`src/rtl/wb_queue_if.sv`:
```
// Bus bundle for wb_queue: producer handshake, register-file write port,
// and the two forwarding lookup ports.
interface wb_queue_if #(parameter int DEPTH = 4);
  localparam int CW = $clog2(DEPTH) + 1;

  logic          in_valid;
  logic          in_ready;
  logic [4:0]    in_reg;
  logic [31:0]   in_data;
  logic          wb_stall;
  logic          RegWrite;
  logic [4:0]    write_reg;
  logic [31:0]   write_data;
  logic [4:0]    fwd_reg_1;
  logic [4:0]    fwd_reg_2;
  logic          fwd_hit_1;
  logic          fwd_hit_2;
  logic [31:0]   fwd_data_1;
  logic [31:0]   fwd_data_2;
  logic [CW-1:0] count;

  modport master (
    output in_valid, in_reg, in_data, wb_stall, fwd_reg_1, fwd_reg_2,
    input  in_ready, RegWrite, write_reg, write_data,
           fwd_hit_1, fwd_hit_2, fwd_data_1, fwd_data_2, count
  );

  modport slave (
    input  in_valid, in_reg, in_data, wb_stall, fwd_reg_1, fwd_reg_2,
    output in_ready, RegWrite, write_reg, write_data,
           fwd_hit_1, fwd_hit_2, fwd_data_1, fwd_data_2, count
  );
endinterface

```
`src/rtl/wb_queue.sv`:
```
// In-order write-back queue: buffers register writes, drains one per
// unstalled cycle, and forwards the youngest pending value per lookup.
module wb_queue #(
  parameter int DEPTH = 4
) (
  input logic     clk,
  input logic     rst_n,
  wb_queue_if.slave bus
);
  localparam int AW = $clog2(DEPTH);
  localparam int CW = AW + 1;
  localparam logic [CW-1:0] FULL_C = CW'(DEPTH);

  logic [4:0]    reg_mem_r  [DEPTH];
  logic [31:0]   data_mem_r [DEPTH];
  logic [AW-1:0] head_r;
  logic [AW-1:0] tail_r;
  logic [CW-1:0] count_r;

  logic          in_ready_s;
  logic          push_s;
  logic          pop_s;
  logic [4:0]    write_reg_s;
  logic [31:0]   write_data_s;
  logic [32:0]   fwd_1_s;
  logic [32:0]   fwd_2_s;

  // Scan from oldest to youngest so the last match wins; entries beyond
  // count are stale storage and must never hit.
  function automatic logic [32:0] lookup(
    input logic [4:0]    key,
    input logic [AW-1:0] head,
    input logic [CW-1:0] cnt,
    input logic [4:0]    regs  [DEPTH],
    input logic [31:0]   datas [DEPTH]
  );
    logic [32:0]   res;
    logic [AW-1:0] idx;
    res = {1'b0, 32'd0};
    for (int k = 0; k < DEPTH; k++) begin
      idx = head + AW'(k);
      if ((CW'(k) < cnt) && (key != 5'd0) && (regs[idx] == key)) begin
        res = {1'b1, datas[idx]};
      end else begin
        res = res;
      end
    end
    return res;
  endfunction

  // Handshake and drain qualifiers
  always_comb begin
    in_ready_s = (count_r < FULL_C);
    push_s     = bus.in_valid && in_ready_s && (bus.in_reg != 5'd0);
    pop_s      = (count_r != {CW{1'b0}}) && !bus.wb_stall;
  end

  // Pointer and occupancy state
  always_ff @(posedge clk or negedge rst_n) begin
    if (!rst_n) begin
      head_r  <= {AW{1'b0}};
      tail_r  <= {AW{1'b0}};
      count_r <= {CW{1'b0}};
    end else begin
      if (push_s) begin
        tail_r <= tail_r + AW'(1'b1);
      end
      if (pop_s) begin
        head_r <= head_r + AW'(1'b1);
      end
      case ({push_s, pop_s})
        2'b10:   count_r <= count_r + CW'(1'b1);
        2'b01:   count_r <= count_r - CW'(1'b1);
        default: count_r <= count_r;
      endcase
    end
  end

  // Entry storage; validity is tracked by count, so no reset is needed
  always_ff @(posedge clk) begin
    if (push_s) begin
      reg_mem_r[tail_r]  <= bus.in_reg;
      data_mem_r[tail_r] <= bus.in_data;
    end
  end

  // Head entry presented to the register file
  always_comb begin
    if (count_r != {CW{1'b0}}) begin
      write_reg_s  = reg_mem_r[head_r];
      write_data_s = data_mem_r[head_r];
    end else begin
      write_reg_s  = 5'd0;
      write_data_s = 32'd0;
    end
  end

  // Forwarding lookups see only queued entries, never the live offer
  always_comb begin
    fwd_1_s = lookup(bus.fwd_reg_1, head_r, count_r, reg_mem_r, data_mem_r);
    fwd_2_s = lookup(bus.fwd_reg_2, head_r, count_r, reg_mem_r, data_mem_r);
  end

  assign bus.in_ready   = in_ready_s;
  assign bus.RegWrite   = pop_s;
  assign bus.write_reg  = write_reg_s;
  assign bus.write_data = write_data_s;
  assign bus.fwd_hit_1  = fwd_1_s[32];
  assign bus.fwd_data_1 = fwd_1_s[31:0];
  assign bus.fwd_hit_2  = fwd_2_s[32];
  assign bus.fwd_data_2 = fwd_2_s[31:0];
  assign bus.count      = count_r;
endmodule

```
`src/flat_wrapper.sv`:
```
// flat-port wrapper written by rule: the top's interface ports become plain ports
module wb_queue_flat 
#(
  parameter int DEPTH = 4
)
  (clk, rst_n, bus_in_valid, bus_in_reg, bus_in_data, bus_wb_stall, bus_fwd_reg_1, bus_fwd_reg_2, bus_in_ready, bus_RegWrite, bus_write_reg, bus_write_data, bus_fwd_hit_1, bus_fwd_hit_2, bus_fwd_data_1, bus_fwd_data_2, bus_count);
  wb_queue_if #(.DEPTH(DEPTH)) bus_i ();
  input logic clk;
  input logic rst_n;
  input wire logic [$bits(bus_i.in_valid)-1:0] bus_in_valid;
  input wire logic [$bits(bus_i.in_reg)-1:0] bus_in_reg;
  input wire logic [$bits(bus_i.in_data)-1:0] bus_in_data;
  input wire logic [$bits(bus_i.wb_stall)-1:0] bus_wb_stall;
  input wire logic [$bits(bus_i.fwd_reg_1)-1:0] bus_fwd_reg_1;
  input wire logic [$bits(bus_i.fwd_reg_2)-1:0] bus_fwd_reg_2;
  output wire logic [$bits(bus_i.in_ready)-1:0] bus_in_ready;
  output wire logic [$bits(bus_i.RegWrite)-1:0] bus_RegWrite;
  output wire logic [$bits(bus_i.write_reg)-1:0] bus_write_reg;
  output wire logic [$bits(bus_i.write_data)-1:0] bus_write_data;
  output wire logic [$bits(bus_i.fwd_hit_1)-1:0] bus_fwd_hit_1;
  output wire logic [$bits(bus_i.fwd_hit_2)-1:0] bus_fwd_hit_2;
  output wire logic [$bits(bus_i.fwd_data_1)-1:0] bus_fwd_data_1;
  output wire logic [$bits(bus_i.fwd_data_2)-1:0] bus_fwd_data_2;
  output wire logic [$bits(bus_i.count)-1:0] bus_count;
  assign bus_i.in_valid = bus_in_valid;
  assign bus_i.in_reg = bus_in_reg;
  assign bus_i.in_data = bus_in_data;
  assign bus_i.wb_stall = bus_wb_stall;
  assign bus_i.fwd_reg_1 = bus_fwd_reg_1;
  assign bus_i.fwd_reg_2 = bus_fwd_reg_2;
  assign bus_in_ready = bus_i.in_ready;
  assign bus_RegWrite = bus_i.RegWrite;
  assign bus_write_reg = bus_i.write_reg;
  assign bus_write_data = bus_i.write_data;
  assign bus_fwd_hit_1 = bus_i.fwd_hit_1;
  assign bus_fwd_hit_2 = bus_i.fwd_hit_2;
  assign bus_fwd_data_1 = bus_i.fwd_data_1;
  assign bus_fwd_data_2 = bus_i.fwd_data_2;
  assign bus_count = bus_i.count;
  wb_queue #(.DEPTH(DEPTH)) u_core (.clk(clk), .rst_n(rst_n), .bus(bus_i));
endmodule
```
`config.mk`:
```
export PLATFORM = sky130hd
export DESIGN_NAME = wb_queue_flat
export DESIGN_NICKNAME = d
export VERILOG_FILES = /design/src/rtl/wb_queue_if.sv /design/src/rtl/wb_queue.sv /design/src/flat_wrapper.sv
export SDC_FILE = /design/constraint.sdc
export NUM_CORES = 1
export LEC_CHECK = 0
export BUFFER_PORTS_ARGS = -buffer_cell sky130_fd_sc_hd__clkbuf_2
export CAP_MARGIN = 20
export CORE_AREA = 2 2 226 228
export DETAILED_ROUTE_END_ITERATION = 16
export DIE_AREA = 0 0 228 230
export PLACE_DENSITY = 0.37
export RECOVER_POWER = 50
export SETUP_SLACK_MARGIN = 0.2
export SYNTH_ARGS = -nofsm -noshare
export SYNTH_HDL_FRONTEND = slang
export SYNTH_SLANG_ARGS = --single-unit
```
`constraint.sdc`:
```
create_clock -name clk -period 4.8 [get_ports clk]
set_clock_uncertainty 0.2 [all_clocks]
set_input_delay 0.96 -clock clk [delete_from_list [all_inputs] [get_ports clk]]
set_output_delay 0.96 -clock clk [all_outputs]
set_load 0.03 [all_outputs]
```
* Word-level counts from Yosys, hierarchy flattened
Index checks and enable logic that the tools add are counted.
** Word-level totals
- Memories kept :: 0
- Register bits :: 155
- Output and inout port bits :: 108
- Bits in latches :: 0
- Bits in read-only memories :: 0
- Word-level logic and storage cells :: 110
- Bits in writable memories :: 0
- Bits of input ports :: 51
** Cells by class
- Divide/modulo/power cells :: 0
- Add/subtract/negate cells :: 6
- Muxes and demuxes :: 41
- Shifts and indexed selects :: 0
- $lt $le $gt $ge :: 11
- Multipliers :: 0
- Reductions and logical operators :: 26
- Bitwise operators :: 5
- Equality and inequality tests :: 10
** Operator list (number)
- $mux W32 :: 10
- $mux W33 :: 8
- $bmux W32 S2 :: 4
- $bwmux W128 :: 1
- $demux W32 S2 :: 1
- $mux W5 :: 10
- $bmux W5 S2 :: 4
- $eq A5 B5 Y1 :: 8
- $bwmux W20 :: 1
- $logic_and A1 B1 Y1 :: 20
- $ge A3 B3 Y1 const B :: 5
- $not A2 Y3 :: 5
- $reduce_bool A5 Y1 :: 3
- $demux W5 S2 :: 1
- $lt A1 B3 Y1 const A :: 2
- $lt A2 B3 Y1 const A :: 2
- $pmux W3 S2 :: 1
- $add A2 B1 Y2 const B :: 2
- $add A2 B2 Y2 const B :: 2
- $add A3 B1 Y3 const B :: 1
- $lt A3 B1 Y1 const B :: 1
- $lt A3 B3 Y1 const B :: 1
- $reduce_bool A3 Y1 :: 1
- $sub A3 B1 Y3 const B :: 1
- 4 further kinds :: 4

* Longest topological paths before layout
Gate-level depths: netlist of run 1.
- Word-level depth :: 10
- Depth in mapped cells :: 13
- Mapped depth without buffers :: 8

* Worst setup path before layout of run 1
No wires, ideal clock.
- Kind :: input to output
- From :: input port bus_fwd_reg_1[3]
- To :: output port bus_fwd_data_1[22]
- Buffers on the path :: 3
- Stages on the path :: 10
- Data required time :: 3640 ps
- Arrival time :: 3512 ps
- Path slack :: 128 ps
- Path through :: clkbuf_1 -> nor4_1 -> nor2b_1 -> a2111o_1 -> or4_4 -> buf_6 -> buf_6 -> mux2_4 -> nand3_2 -> a31oi_1
** On the way
- Word-level cells in the longest chain between the ends :: 7
- Elaborated cells between the ends (all ways) :: 17
- Classes of those cells :: eq/ne (4); mux (4); reduce/logical (9)
** RTL lines
- from (decl) :: RTL line flat_wrapper.sv:14 : input wire logic [$bits(bus_i.fwd_reg_1)-1:0] bus_fwd_reg_1;
- $reduce_bool A5 Y1 :: RTL line wb_queue.sv:42 : if ((CW'(k) < cnt) && (key != 5'd0) && (regs[idx] == key)) begin
- $logic_and A1 B1 Y1 (2 in series) :: RTL line wb_queue.sv:42
- $mux W33 (3 in series) :: RTL line wb_queue.sv:42
- $mux W33 * :: RTL line wb_queue.sv:42
- to (decl) :: RTL line flat_wrapper.sv:22 : output wire logic [$bits(bus_i.fwd_data_1)-1:0] bus_fwd_data_1;
Every way passes the cells marked *; elsewhere a longest branch is shown, timed or not.

* Final worst setup path of run 1
- From :: register u_core.head_r[0]
- To :: output port bus_fwd_data_1[22]
** On the way
- Word-level cells in the longest chain between the ends :: 10
- Elaborated cells between the ends (all ways) :: 43
- Classes of those cells :: add/sub (3); eq/ne (4); mux (28); bitwise (4); reduce/logical (4)
** RTL lines
- from (decl) :: RTL line wb_queue.sv:16 : logic [AW-1:0] head_r;
- from (signal assigned) :: RTL line wb_queue.sv:61 : head_r <= {AW{1'b0}};
- from (signal assigned) :: RTL line wb_queue.sv:69 : head_r <= head_r + AW'(1'b1);
- $add A2 B1 Y2 or $not A2 Y3 (tied branches) :: RTL line wb_queue.sv:41, wb_queue.sv:42, wb_queue.sv:43
- $not A2 Y3 (not written as such) or $bmux W5 S2 (tied branches) :: RTL line wb_queue.sv:42, wb_queue.sv:43
- $bmux W5 S2 or $mux W5 (tied branches) :: RTL line wb_queue.sv:42
- $mux W5 (not written as such) :: RTL line wb_queue.sv:42
- $mux W5 (not written as such) or $eq A5 B5 Y1 (tied branches) :: RTL line wb_queue.sv:42
- $eq A5 B5 Y1 or $logic_and A1 B1 Y1 (tied branches) :: RTL line wb_queue.sv:42
- $logic_and A1 B1 Y1 or $mux W33 (tied branches) :: RTL line wb_queue.sv:42
- $mux W33 (2 in series) :: RTL line wb_queue.sv:42
- $mux W33 * :: RTL line wb_queue.sv:42
Every way passes the cells marked *; elsewhere a longest branch is shown, timed or not. The select of a mux whose other input is x is not followed.

==> results.txt, run 1 <==
* Outcome: complete, but fails checks
- The final reports fail on max-capacitance violations, max-slew violations.
- Most used standard cells in the synthesized netlist: sky130_fd_sc_hd__edfxtp_1, sky130_fd_sc_hd__mux4_2, sky130_fd_sc_hd__nor2_1, sky130_fd_sc_hd__nand2_1, sky130_fd_sc_hd__a31oi_1
* Sw Share: 44.8%
- Across all register-to-register paths, the minimum setup slack is 930 ps.
- Post-layout net count: 1169
* Quantity of I/O buffers inserted on ports: 158
* Clock network power share: 13.5%
- Data arrives at the worst endpoint at 3510 ps.
* Setup slack after layout: 127 ps
* Area growth from synthesis to layout: 36.9%
- After detailed routing, the average wire length per cell comes to 23.8 um.
- Final setup violating endpoints: 0
- Final-report hold violation count: 0
- Clock-pin slew on the worst setup and hold paths: 60 ps
- Detailed placement finished with a half-perimeter wire length of 28100 um.
- After clock tree synthesis, the flow added hold-fix buffers numbering 0.
- Ratio of final minimum period to clock period: 97.4%
- Horizontal extent of the die: 228 um
- Yosys attributes the largest share of cell area to sky130_fd_sc_hd__edfxtp_1, sky130_fd_sc_hd__mux4_2, sky130_fd_sc_hd__mux2_2.
- Entering global routing, the biggest net connects 67 pins.
- Final-layout setup total negative slack: 0 ps
- Iteration count of the initial detailed-routing pass: 5
- The total overflow left after global routing is 0.
- Cell area after technology mapping: 11800 um2
- The max-slew violation count came to 36.
- Final min period: 4670 ps
* Latest clock arrival within the worst-skew pair: 480 ps
* Main flop type after synthesis: sky130_fd_sc_hd__edfxtp_1
- Global routing usage summed across all routing layers: 15.8%
- Mapped Avg Cell Area: 12.6 um2
* TritonCTS clock tree: built
- Number of buffers inserted during clock tree synthesis: 17
- Routed via count: 8968
- Final GP Congestion: 0.782
- RSZ-0062 raised after global routing: yes
* Crit Path Category: register to output port
- In this run the power density over the cells is 648 nW/um2.
- Cell internal power dissipation: 5.80 mW
- Yosys warnings: 0
- Timing would allow up to 214 MHz.
* Logic gate share of total power: 68.4%
- Startpoint types: register
- Remaining max-slew budget at the tightest pin: -36.6%
- After technology mapping, the gate count stands at 941.
* # Max-Cap Violations: 2
- Critical-path cell list: buf_8 > mux2i_4 > o2bb2ai_2 > a2111o_1 > or4_4 > buf_12 > clkbuf_16 > mux2_4 > nand3_4 > a31oi_4 > buf_6
- Required @ worst endpoint: 3640 ps
- IO Pins: 159
* Antenna violations before repair: 3
* R2r endpoint: u_core.data_mem_r[54]
- Vias in the first global route: 8960
- Measured along the y axis, the die boundary spans 230 um.
* Reg2Reg Launch Point: u_core.bus.count[2]
- Die area: 52400 um2
* Worst Path Max Fanout: 8
* Starting density of the core: 23.7%
- Initial DRC Count: 565
- Most repeated cell in the gate-level netlist after synthesis: sky130_fd_sc_hd__edfxtp_1
- Cells fill 32.5% of the core in the end.
* Leakage power of the design: 5.44 nW
* Hold Worst Slack: 176 ps
- The first global-routing pass estimated 60100 um of wire.
- Number of nets still failing antenna checks after routing: 0
- On the critical path, the stage with the largest delay is an instance of sky130_fd_sc_hd__or4_4.
- Synthesis produced a netlist with a net count of 1001.
- For the worst flop-to-flop path, the logic depth is 4.
- Worst-case vdd ir drop: 0.345 mV
* Number of sinks driven by the clock tree: 155
- Summed over all nets, the switching power comes to 4.70 mW.
* Maximum count of clock buffers along a single path: 2
- CTS placed an instance of sky130_fd_sc_hd__clkbuf_16 at the clock tree root.
* Top cell type by total area after synthesis: sky130_fd_sc_hd__edfxtp_1
- Synthesized flop and latch total: 155
* Number of distinct library cells after synthesis: 61
* Fraction of final layout cells sized beyond drive strength 1: 48.8%
* Pre-CTS setup slack: 162 ps
* Share of total power in sequential cells: 18.1%
* Final Routed Wirelength: 42700 um
* Row count: 82
- Area share of the largest cell type after synthesis: 37.6%
* Placeable core region: 49900 um2
- Avg Vias per Cell: 5.00
* H-tree levels: 4
- Total DRC errors in the routed layout: 0
- Proportion of synthesized chip area in sequential cells: 39.0%
* Critical path's largest stage delay: 600 ps
- Worst hold path type: primary input to asynchronous set/reset pin
- After synthesis, the share of flip-flops with an asynchronous set or reset is 4.52%.
* Worst Max-Slew Pin Slew: 2050 ps
- STA classifies the critical path endpoint as an output port.
* Number of flops mapped to enable cells by yosys: 148
sequential cells by signal (all words and copies together), names as in the netlist:
name,count
u_core.data_mem_r,128
u_core.reg_mem_r,20
u_core.bus.count,3
u_core.head_r,2
u_core.tail_r,2
stage by stage:
stage               instance area (um2)  total power, mW  instances
finish                            16200             10.5       1795
global route                      16200             11.1       1794
CTS                               14900             9.92       1775
detailed placement                13600             8.01       1725
global placement                  13600             8.04       1725
floorplan                         12000             6.44        941
cell usage in the layout, fill, tap and decap left out, types with 8 or more instances in the layout:
cell / count
sky130_fd_sc_hd__nor2b_1: 37
sky130_fd_sc_hd__clkbuf_8: 9
sky130_fd_sc_hd__xnor2_1: 35
sky130_fd_sc_hd__nand3_4: 19
sky130_fd_sc_hd__nand2_1: 70
sky130_fd_sc_hd__a21oi_1: 11
sky130_fd_sc_hd__a31oi_4: 30
sky130_fd_sc_hd__a31oi_2: 13
sky130_fd_sc_hd__mux4_2: 127
sky130_fd_sc_hd__ha_1: 9
sky130_fd_sc_hd__buf_6: 42
sky130_fd_sc_hd__nand3_1: 22
sky130_fd_sc_hd__mux2_2: 25
sky130_fd_sc_hd__clkbuf_1: 43
sky130_fd_sc_hd__nand3_2: 14
sky130_fd_sc_hd__inv_1: 9
sky130_fd_sc_hd__mux2i_1: 28
sky130_fd_sc_hd__buf_12: 14
sky130_fd_sc_hd__o21ai_0: 8
sky130_fd_sc_hd__nor2_1: 76
sky130_fd_sc_hd__edfxtp_1: 148
sky130_fd_sc_hd__buf_8: 22
sky130_fd_sc_hd__buf_4: 51
sky130_fd_sc_hd__nor3_1: 11
sky130_fd_sc_hd__mux2_4: 39
sky130_fd_sc_hd__a31oi_1: 14
sky130_fd_sc_hd__clkbuf_2: 52
sky130_fd_sc_hd__clkbuf_16: 23
worst max-delay path, delay by kind of cell (launching register included):
family | cells | cell delay [ps]
and+or+nand+nor | 2 | 680
muxes | 2 | 420
AOI/OAI and AO/OA | 3 | 730
buffers and inverters | 4 | 680
DFF | 1 | 530
metal layers:
metal	wire length [um]	track usage (%)	part of all wire, %
met5	27	0	0.063
met4	517	4.11	1.2
met3	1560	3.99	3.7
met2	20900	25.9	49
met1	19700	20.8	46
power groups by stage:
stage / registers, mW / clock network [mW] / logic, mW
CTS: 1.89 / 1.48 / 6.54
detailed placement: 1.95 / 0 / 6.06
global placement: 1.96 / 0 / 6.08
finish: 1.90 / 1.42 / 7.18
floorplan: 1.86 / 0 / 4.58
global route: 1.93 / 1.51 / 7.64
final cells by class:
| type | count | area (um2) |
|---|---|---|
| Antenna cell | 1 | 2.50 |
| Clock buffer | 19 | 433 |
| Clock inverter | 13 | 150 |
| Fill cell | 5029 | 33700 |
| Inverter | 10 | 41.3 |
| Multi-Input combinational cell | 684 | 7880 |
| Sequential cell | 155 | 4630 |
| Tap cell | 672 | 841 |
| Timing Repair Buffer | 241 | 2220 |
logic make-up after synthesis:
group,after synthesis,share of synthesized area (%)
XOR/XNOR,49,3.63
adder cells (fa/ha/maj),9,0.952
AO/OA/AOI/OAI,110,6.16
AND/OR/NAND/NOR,288,11.7
buffers and inverters,102,4.28
multiplexers,228,34.2
flip-flops,155,39.0
worst max path at each step:
stage / startpoint / end / cells after the start
4_1_cts: u_core.head_r[0] / bus_fwd_data_1[13] / 10
3_5_place_dp: bus_fwd_reg_1[1] / bus_fwd_data_1[13] / 10
5_1_grt: u_core.head_r[0] / bus_fwd_data_2[15] / 12
2_1_floorplan: bus_fwd_reg_1[3] / bus_fwd_data_1[13] / 10
3_3_place_gp: bus_fwd_reg_1[1] / bus_fwd_data_1[13] / 10
6_report: u_core.head_r[0] / bus_fwd_data_1[22] / 11
what timing repair did:
action	CTS	global route
setup buffers	17	14
gates cloned	1	5
pin swaps	4	56
endpoints found under the setup margin	67	66
resized for setup	125	261
No activity file was read; power rests on OpenSTA's default activity.
==> inputs of run 2 (changes only) <==
--- a/config.mk
+++ b/config.mk
@@ -5,7 +5,7 @@
 export SDC_FILE = /design/constraint.sdc
 export NUM_CORES = 1
 export LEC_CHECK = 0
-export BUFFER_PORTS_ARGS = -buffer_cell sky130_fd_sc_hd__clkbuf_2
+export BUFFER_PORTS_ARGS = -buffer_cell sky130_fd_sc_hd__buf_2
 export CAP_MARGIN = 20
 export CORE_AREA = 2 2 226 228
 export DETAILED_ROUTE_END_ITERATION = 16
==> run 2 against run 1 <==
Net effect:
- the run now ends clean
- design area down 2.4%
- register-to-register slack better by 670 ps
- worst setup slack worse by 70 ps
- first-iteration DRC count down 12%
- count of clock-buffer cells in the layout unchanged
- combinational power down 3.2%
- core utilization down 0.78 points
- sequential share of layout area up 0.70 points
- critical path type unchanged
- critical endpoint is now bus_fwd_data_2[18]
- largest cell class unchanged
==> results.txt, run 2 (synthesized netlist as in run 1, its figures left out) <==
* Total DRC errors in the routed layout: 0 (unchanged)
* Worst Path Max Fanout: 17 (was 8)
- Placed wire-length estimate after detailed placement: 27900 um (was 28100 um)
- Worst Max-Slew Pin Slew: 1190 ps (was 2050 ps)
- # Max-Cap Violations: 0 (was 2)
- The via count is 9002 (was 8968).
- The initial antenna violation count came to 4 (was 3).
- R2r setup slk: 1600 ps (was 930 ps)
- Maximum count of clock buffers along a single path: 2 (unchanged)
- The width of the die came to 228 um (unchanged).
- Initial DRC Count: 499 (was 565)
* First-pass GRT wire length: 61400 um (was 60100 um)
* Clock-pin slew on the worst setup and hold paths: 60 ps (about the same)
* Final instance area: 15800 um2 (was 16200 um2)
- Outcome: finished clean (was complete, but fails checks).
* Area growth from synthesis to layout: 33.6% (was 36.9%)
* Most common cell type on the critical path: sky130_fd_sc_hd__buf_4
* Kind of end point of the critical path: output port (unchanged)
- The arrival time reported for the critical path endpoint came to 3580 ps (was 3510 ps).
- The total of buffers placed on input and output ports is 158 (unchanged).
- The max-slew violation count is 0 (was 36).
* Latest clock arrival within the worst-skew pair: 480 ps (about the same)
- Startpoint types: register (unchanged)
- Starting density of the core: 23.7% (unchanged)
- Worst-case vdd ir drop: 0.357 mV (was 0.345 mV)
* Final min period: 4740 ps (was 4670 ps)
- Maximum number of pins on one net before global-route repair: 67 (unchanged)
* Post-layout total power: 10.3 mW (was 10.5 mW)
* Number of buffers inserted during clock tree synthesis: 17 (unchanged)
- Commonest cells after routing, fill and taps aside: sky130_fd_sc_hd__edfxtp_1, sky130_fd_sc_hd__mux4_2, sky130_fd_sc_hd__nor2_1 (unchanged)
* Worst hold path type: primary input to asynchronous set/reset pin (unchanged)
- The fill cell total of the finished layout came to 5099 (was 5029).
- The clock root buffer is sky130_fd_sc_hd__clkbuf_16 (unchanged).
* TritonCTS clock tree: built (unchanged)
- Power per Cell Area: 652 nW/um2 (was 648 nW/um2)
* RSZ-0062 raised after global routing: yes (unchanged)
- Worst path buffer plus inverter count: 4 (unchanged)
- Fraction of final layout cells sized beyond drive strength 1: 47.5% (was 48.8%)
- The standard cell core area is 49900 um2 (unchanged).
- The final standard cell utilization of the core is 31.7% (was 32.5%).
- Row count: 82 (unchanged)
- The commonest non-fill, non-tap cell in the layout is sky130_fd_sc_hd__edfxtp_1 (unchanged).
- Critical-path cell list: buf_8 > mux4_2 > xnor2_2 > nand4_1 > nor4bb_4 > buf_4 > or2_4 > buf_12 > nand3_1 > a31oi_1 > buf_4 (was buf_8 > mux2i_4 > o2bb2ai_2 > a2111o_1 > or4_4 > buf_12 > clkbuf_16 > mux2_4 > nand3_4 > a31oi_4 > buf_6).
- Register containing the most flip-flops in the final layout: u_core.data_mem_r (unchanged)
* Setup slack after layout: 56.4 ps (was 127 ps)
* Number of cells on the worst reg-to-reg path: 4 (unchanged)
* Pre-CTS setup slack: 159 ps (was 162 ps)
- Iteration count of the initial detailed-routing pass: 5 (unchanged)
- IO Pins: 159 (unchanged)
- Crit Path Category: register to output port (unchanged)
* Dominant delay contributor by cell family on the critical path: simple AND/OR/NAND/NOR gates (was compound AO/OA/AOI/OAI gates)
* Required @ worst endpoint: 3640 ps (about the same)
- Die Ht: 230 um (unchanged)
- The stage delay of the slowest cell on the critical path was 530 ps (was 600 ps).
- The period utilization came to 98.8% (was 97.4%).
- Number of nets still failing antenna checks after routing: 0 (unchanged)
* Final Routed Wirelength: 42200 um (was 42700 um)
* Post-layout net count: 1170 (was 1169)
* Final-report hold violation count: 0 (unchanged)
- Number of sinks driven by the clock tree: 155 (unchanged)
* Remaining Overflow, GRT: 0 (unchanged)
- Average detailed-routed wire length per instance: 23.5 um (was 23.8 um)
- Final-layout setup total negative slack: 0 ps (unchanged)
- The per-cell via count in the routed design was 5.01 (was 5.00).
- Cell area after placement: 13600 um2 (about the same)
- Final setup violating endpoints: 0 (unchanged)
- Leakage power of the design: 5.34 nW (was 5.44 nW)
- Vias in the first global route: 8999 (was 8960)
* Final GP Congestion: 0.748 (was 0.782)
- The flip-flop count of the largest register, all copies and words added was 128 (unchanged).
- Logic depth of the worst setup path including buffers: 11 (unchanged)
- Global routing usage summed across all routing layers: 16.1% (was 15.8%)
* H-tree levels: 4 (unchanged)
* Achievable frequency: 211 MHz (was 214 MHz)
- The area enclosed by the die boundary is 52400 um2 (unchanged).
- The relative max-transition margin is 20.6% (was -36.6%).
* Slowest stage cell, crit path: sky130_fd_sc_hd__mux4_2 (was sky130_fd_sc_hd__or4_4)
-- run 2: worst reg2reg max path, stage by stage, from the launching register on --
cell,delay (ps)
sky130_fd_sc_hd__dfrtp_1,370
sky130_fd_sc_hd__inv_1,200
sky130_fd_sc_hd__o311a_1,410
sky130_fd_sc_hd__and2_0,970
sky130_fd_sc_hd__buf_4,650
-- run 2: through the flow --
| step | instances | hold slack (ps) |
|---|---|---|
| floorplan | 941 | 380 |
| global placement | 1719 | 432 |
| detailed placement | 1719 | 419 |
| CTS | 1767 | 64.1 |
| global route | 1795 | 176 |
| finish | 1796 | 185 |
-- run 2: layout make-up --
type	count	area [um2]	area share (%)
Antenna cell	1	2.50	0.0158
Tap cell	672	841	5.32
Multi-Input combinational cell	684	7650	48.4
Clock buffer	19	433	2.74
Inverter	10	37.5	0.237
Sequential cell	155	4630	29.3
Clock inverter	13	174	1.10
Timing Repair Buffer	242	2040	12.9
-- run 2: power breakdown --
group | leakage, nW | internal (mW) | switching, mW
registers | 1.42 | 1.71 | 0.197
clock network | 0.280 | 0.861 | 0.591
logic | 3.63 | 3.16 | 3.79
-- run 2: path summary, 6_finish.rpt --
kind	start	to
setup / recovery	u_core.head_r[0]	bus_fwd_data_2[18]
hold / removal	rst_n	u_core.bus.count[1]
setup reg to reg	u_core.bus.count[2]	u_core.reg_mem_r[12]
hold reg to reg	u_core.bus.count[1]	u_core.bus.count[1]
max in group asynchronous	rst_n	u_core.head_r[0]
min in group clk	u_core.bus.count[1]	u_core.bus.count[1]
-- run 2: timing repair --
action	4_1_cts	5_1_grt
resized for setup	197	54
hold endpoints to repair	0	0
pin swaps	12	6
cloned	2	5
setup buffers	14	23
endpoints found under the setup margin	66	66
hold buffers	0	0
-- run 2: layer usage --
layer	up-vias	wire, um	global-route usage (%)
met3	36	1790	4.79
met1	4737	19600	21.3
met4	6	629	3.82
met5	-	41	0
li1	4040	-	-
met2	183	20100	25.7
==> inputs of run 3 (changes only) <==
--- a/config.mk
+++ b/config.mk
@@ -5,11 +5,12 @@
 export SDC_FILE = /design/constraint.sdc
 export NUM_CORES = 1
 export LEC_CHECK = 0
+export ABC_AREA = 0
 export BUFFER_PORTS_ARGS = -buffer_cell sky130_fd_sc_hd__buf_2
 export CAP_MARGIN = 20
-export CORE_AREA = 2 2 226 228
+export CORE_AREA = 2 2 318 163
 export DETAILED_ROUTE_END_ITERATION = 16
-export DIE_AREA = 0 0 228 230
+export DIE_AREA = 0 0 320 165
 export PLACE_DENSITY = 0.37
 export RECOVER_POWER = 50
 export SETUP_SLACK_MARGIN = 0.2
==> run 3 against run 2 <==
Net effect:
- the run now ends with max-capacitance violations, max-slew violations left
- count of clock-buffer cells in the layout down 1
- die area up 0.69%
- critical path depth unchanged
- register-to-register slack worse by 710 ps
- flip-flop and latch count unchanged
- design area down 1.2%
- routed wire length down 1.0%
- hold slack better by 14 ps
- fmax up 2.6%
- global-route usage down 0.72 points
- via count up 0.56%
- clock power down 7%
- critical path type unchanged
==> results.txt, run 3 (synthesized netlist as in run 1, its figures left out) <==
- The max-slew violation count is 76 (was 0).
- CTS hold repair buffers: 0 (unchanged)
- Routed via count: 9052 (was 9002)
* Post-Route Utilization: 31.4% (was 31.7%)
* RSZ-0062 raised after global routing: yes (unchanged)
* Fraction of final layout cells sized beyond drive strength 1: 46.3% (was 47.5%)
- The initial antenna violation count came to 1 (was 4).
- The setup slack after layout came to 179 ps (was 56.4 ps).
- Number of cells on the worst reg-to-reg path: 3 (was 4)
- Final GP Congestion: 0.827 (was 0.748)
* Leakage power of the design: 5.29 nW (was 5.34 nW)
- Post-layout net count: 1157 (was 1170)
- The largest driver fanout on the critical path came to 18 (was 17).
- The arrival time reported for the critical path endpoint came to 3460 ps (was 3580 ps).
- Avg Vias per Cell: 5.11 (was 5.01)
- Register containing the most flip-flops in the final layout: u_core.data_mem_r (unchanged)
* Worst hold path type: primary input to asynchronous set/reset pin (unchanged)
* Die Ht: 165 um (was 230 um)
- Kind of end point of the critical path: output port (unchanged)
* Horizontal extent of the die: 320 um (was 228 um)
- The number of sinks driven by the clock tree was 155 (unchanged).
* Iteration count of the initial detailed-routing pass: 4 (was 5)
* Outcome: complete, but fails checks (was finished clean)
- The maximum number of pins on one net before global-route repair was 126 (was 67).
- Total DRC errors in the routed layout: 0 (unchanged)
* Final Routed Wirelength: 41800 um (was 42200 um)
- The number of routed nets with antenna violations came to 0 (unchanged).
- Latest clock arrival within the worst-skew pair: 450 ps (was 480 ps)
- The final reports fail on max-capacitance violations, max-slew violations.
- R2r setup slk: 890 ps (was 1600 ps)
- The cell area after placement is 13600 um2 (about the same).
- Placeable core region: 49800 um2 (was 49900 um2)
* Global routing usage summed across all routing layers: 15.4% (was 16.1%)
* Starting density of the core: 23.8% (was 23.7%)
- Maximum count of clock buffers along a single path: 2 (unchanged)
- Crit Path Category: register to output port (unchanged)
- The worst-case vdd ir drop is 0.295 mV (was 0.357 mV).
* Commonest cells after routing, fill and taps aside: sky130_fd_sc_hd__edfxtp_1, sky130_fd_sc_hd__mux4_2, sky130_fd_sc_hd__nor2_1 (unchanged)
- The endpoint required time on the critical path was 3640 ps (about the same).
- The via count of the first global-routing pass came to 9167 (was 8999).
- The maximum achievable frequency is 216 MHz (was 211 MHz).
- The critical path launch point type is a register (unchanged).
* TritonCTS clock tree: built (unchanged)
- The area enclosed by the die boundary was 52800 um2 (was 52400 um2).
- First-pass GRT wire length: 59500 um (was 61400 um)
- Placed wire-length estimate after detailed placement: 25600 um (was 27900 um)
- The routed wirelength normalized by instance count came to 23.6 um (was 23.5 um).
- The overall overflow remaining after global route is 0 (unchanged).
- The total of buffers placed on input and output ports is 158 (unchanged).
- Final std cells w/o fill: 1771 (was 1796)
- # Max-Cap Violations: 2 (was 0)
* Commonest non-fill, non-tap cell in the layout: sky130_fd_sc_hd__edfxtp_1 (unchanged)
- The number of placed instances with taps included came to 1703 (was 1719).
* Final-layout setup total negative slack: 0 ps (unchanged)
- The initial DRC count is 532 (was 499).
- The slew at the pin closest to its max-slew limit is 2720 ps (was 1190 ps).
- The clock root buffer is sky130_fd_sc_hd__clkbuf_16 (unchanged).
- The relative max-transition margin came to -81.6% (was 20.6%).
* Final setup violating endpoints: 0 (unchanged)
- Row count: 58 (was 82)
* H-tree levels: 4 (unchanged)
- The clock transition time at the flip-flop clock pins of the worst setup and hold paths was 70 ps (was 60 ps).
- The post-placement setup slack was 213 ps (was 159 ps).
* Final instance area: 15600 um2 (was 15800 um2)
- Final-report hold violation count: 0 (unchanged)
- Area growth from synthesis to layout: 32.1% (was 33.6%)
- The number of buffers inserted during clock tree synthesis came to 17 (unchanged).
- Ratio of final minimum period to clock period: 96.3% (was 98.8%)
- IO Pins: 159 (unchanged)
* Power per Cell Area: 648 nW/um2 (was 652 nW/um2)
- The flip-flop count of the largest register, all copies and words added was 128 (unchanged).
- The post-layout minimum cycle time was 4620 ps (was 4740 ps).
[run 3: cell type report]
class / instances / area, um2
Multi-Input combinational cell: 684 / 7550
Tap cell: 660 / 826
Antenna cell: 1 / 2.50
Clock buffer: 18 / 429
Inverter: 10 / 37.5
Timing Repair Buffer: 229 / 2020
Sequential cell: 155 / 4630
Fill cell: 4946 / 34200
Clock inverter: 14 / 135
[run 3: routing by layer]
metal	part of all wire (%)	wire length, um	GRT usage [%]
met1	43	17900	19.2
met2	52	21800	27.9
met3	3.3	1390	2.17
met4	1.7	695	3.91
met5	0	0	0
[run 3: final timing paths]
path                                      from                    end
min in group clk              u_core.tail_r[1]       u_core.tail_r[1]
max in group asynchronous                rst_n       u_core.head_r[1]
max                           u_core.head_r[0]     bus_fwd_data_1[13]
max reg2reg                u_core.bus.count[2]  u_core.data_mem_r[52]
min reg2reg                   u_core.tail_r[1]       u_core.tail_r[1]
min                                      rst_n    u_core.bus.count[2]
[run 3: critical path, cell delays in order, from the launching register on]
cell                        delay (ps)
sky130_fd_sc_hd__dfrtp_4           440
sky130_fd_sc_hd__buf_4             120
sky130_fd_sc_hd__buf_8             160
sky130_fd_sc_hd__mux4_1            640
sky130_fd_sc_hd__xor2_1            190
sky130_fd_sc_hd__nor3_2            240
sky130_fd_sc_hd__o211ai_1          190
sky130_fd_sc_hd__clkbuf_16         250
sky130_fd_sc_hd__nor3b_1           210
sky130_fd_sc_hd__a31oi_1            70
sky130_fd_sc_hd__a21oi_1           240
sky130_fd_sc_hd__buf_2             240
[run 3: metrics by stage]
| stage | hold slack (ps) | power (mW) |
|---|---|---|
| after floorplan | 380 | 6.44 |
| after global placement | 394 | 7.95 |
| after detailed placement | 423 | 7.95 |
| after CTS | 118 | 9.79 |
| after global routing | 236 | 10.7 |
| final | 199 | 10.1 |
[run 3: power breakdown]
group / leakage [nW] / total, mW / internal [mW] / switching (mW)
sequential: 1.42 / 1.91 / 1.71 / 0.195
clock: 0.267 / 1.35 / 0.726 / 0.625
combinational: 3.59 / 6.87 / 3.12 / 3.76
total: 5.29 / 10.1 / 5.55 / 4.58
[run 3: timing repair]
action                                  CTS  global route
gates resized for setup                  77           162
endpoints found under the setup margin   75            64
pin swaps                                 8            45
buffers inserted                         16             8
hold endpoints to repair                  0             0
cloned                                    7             4
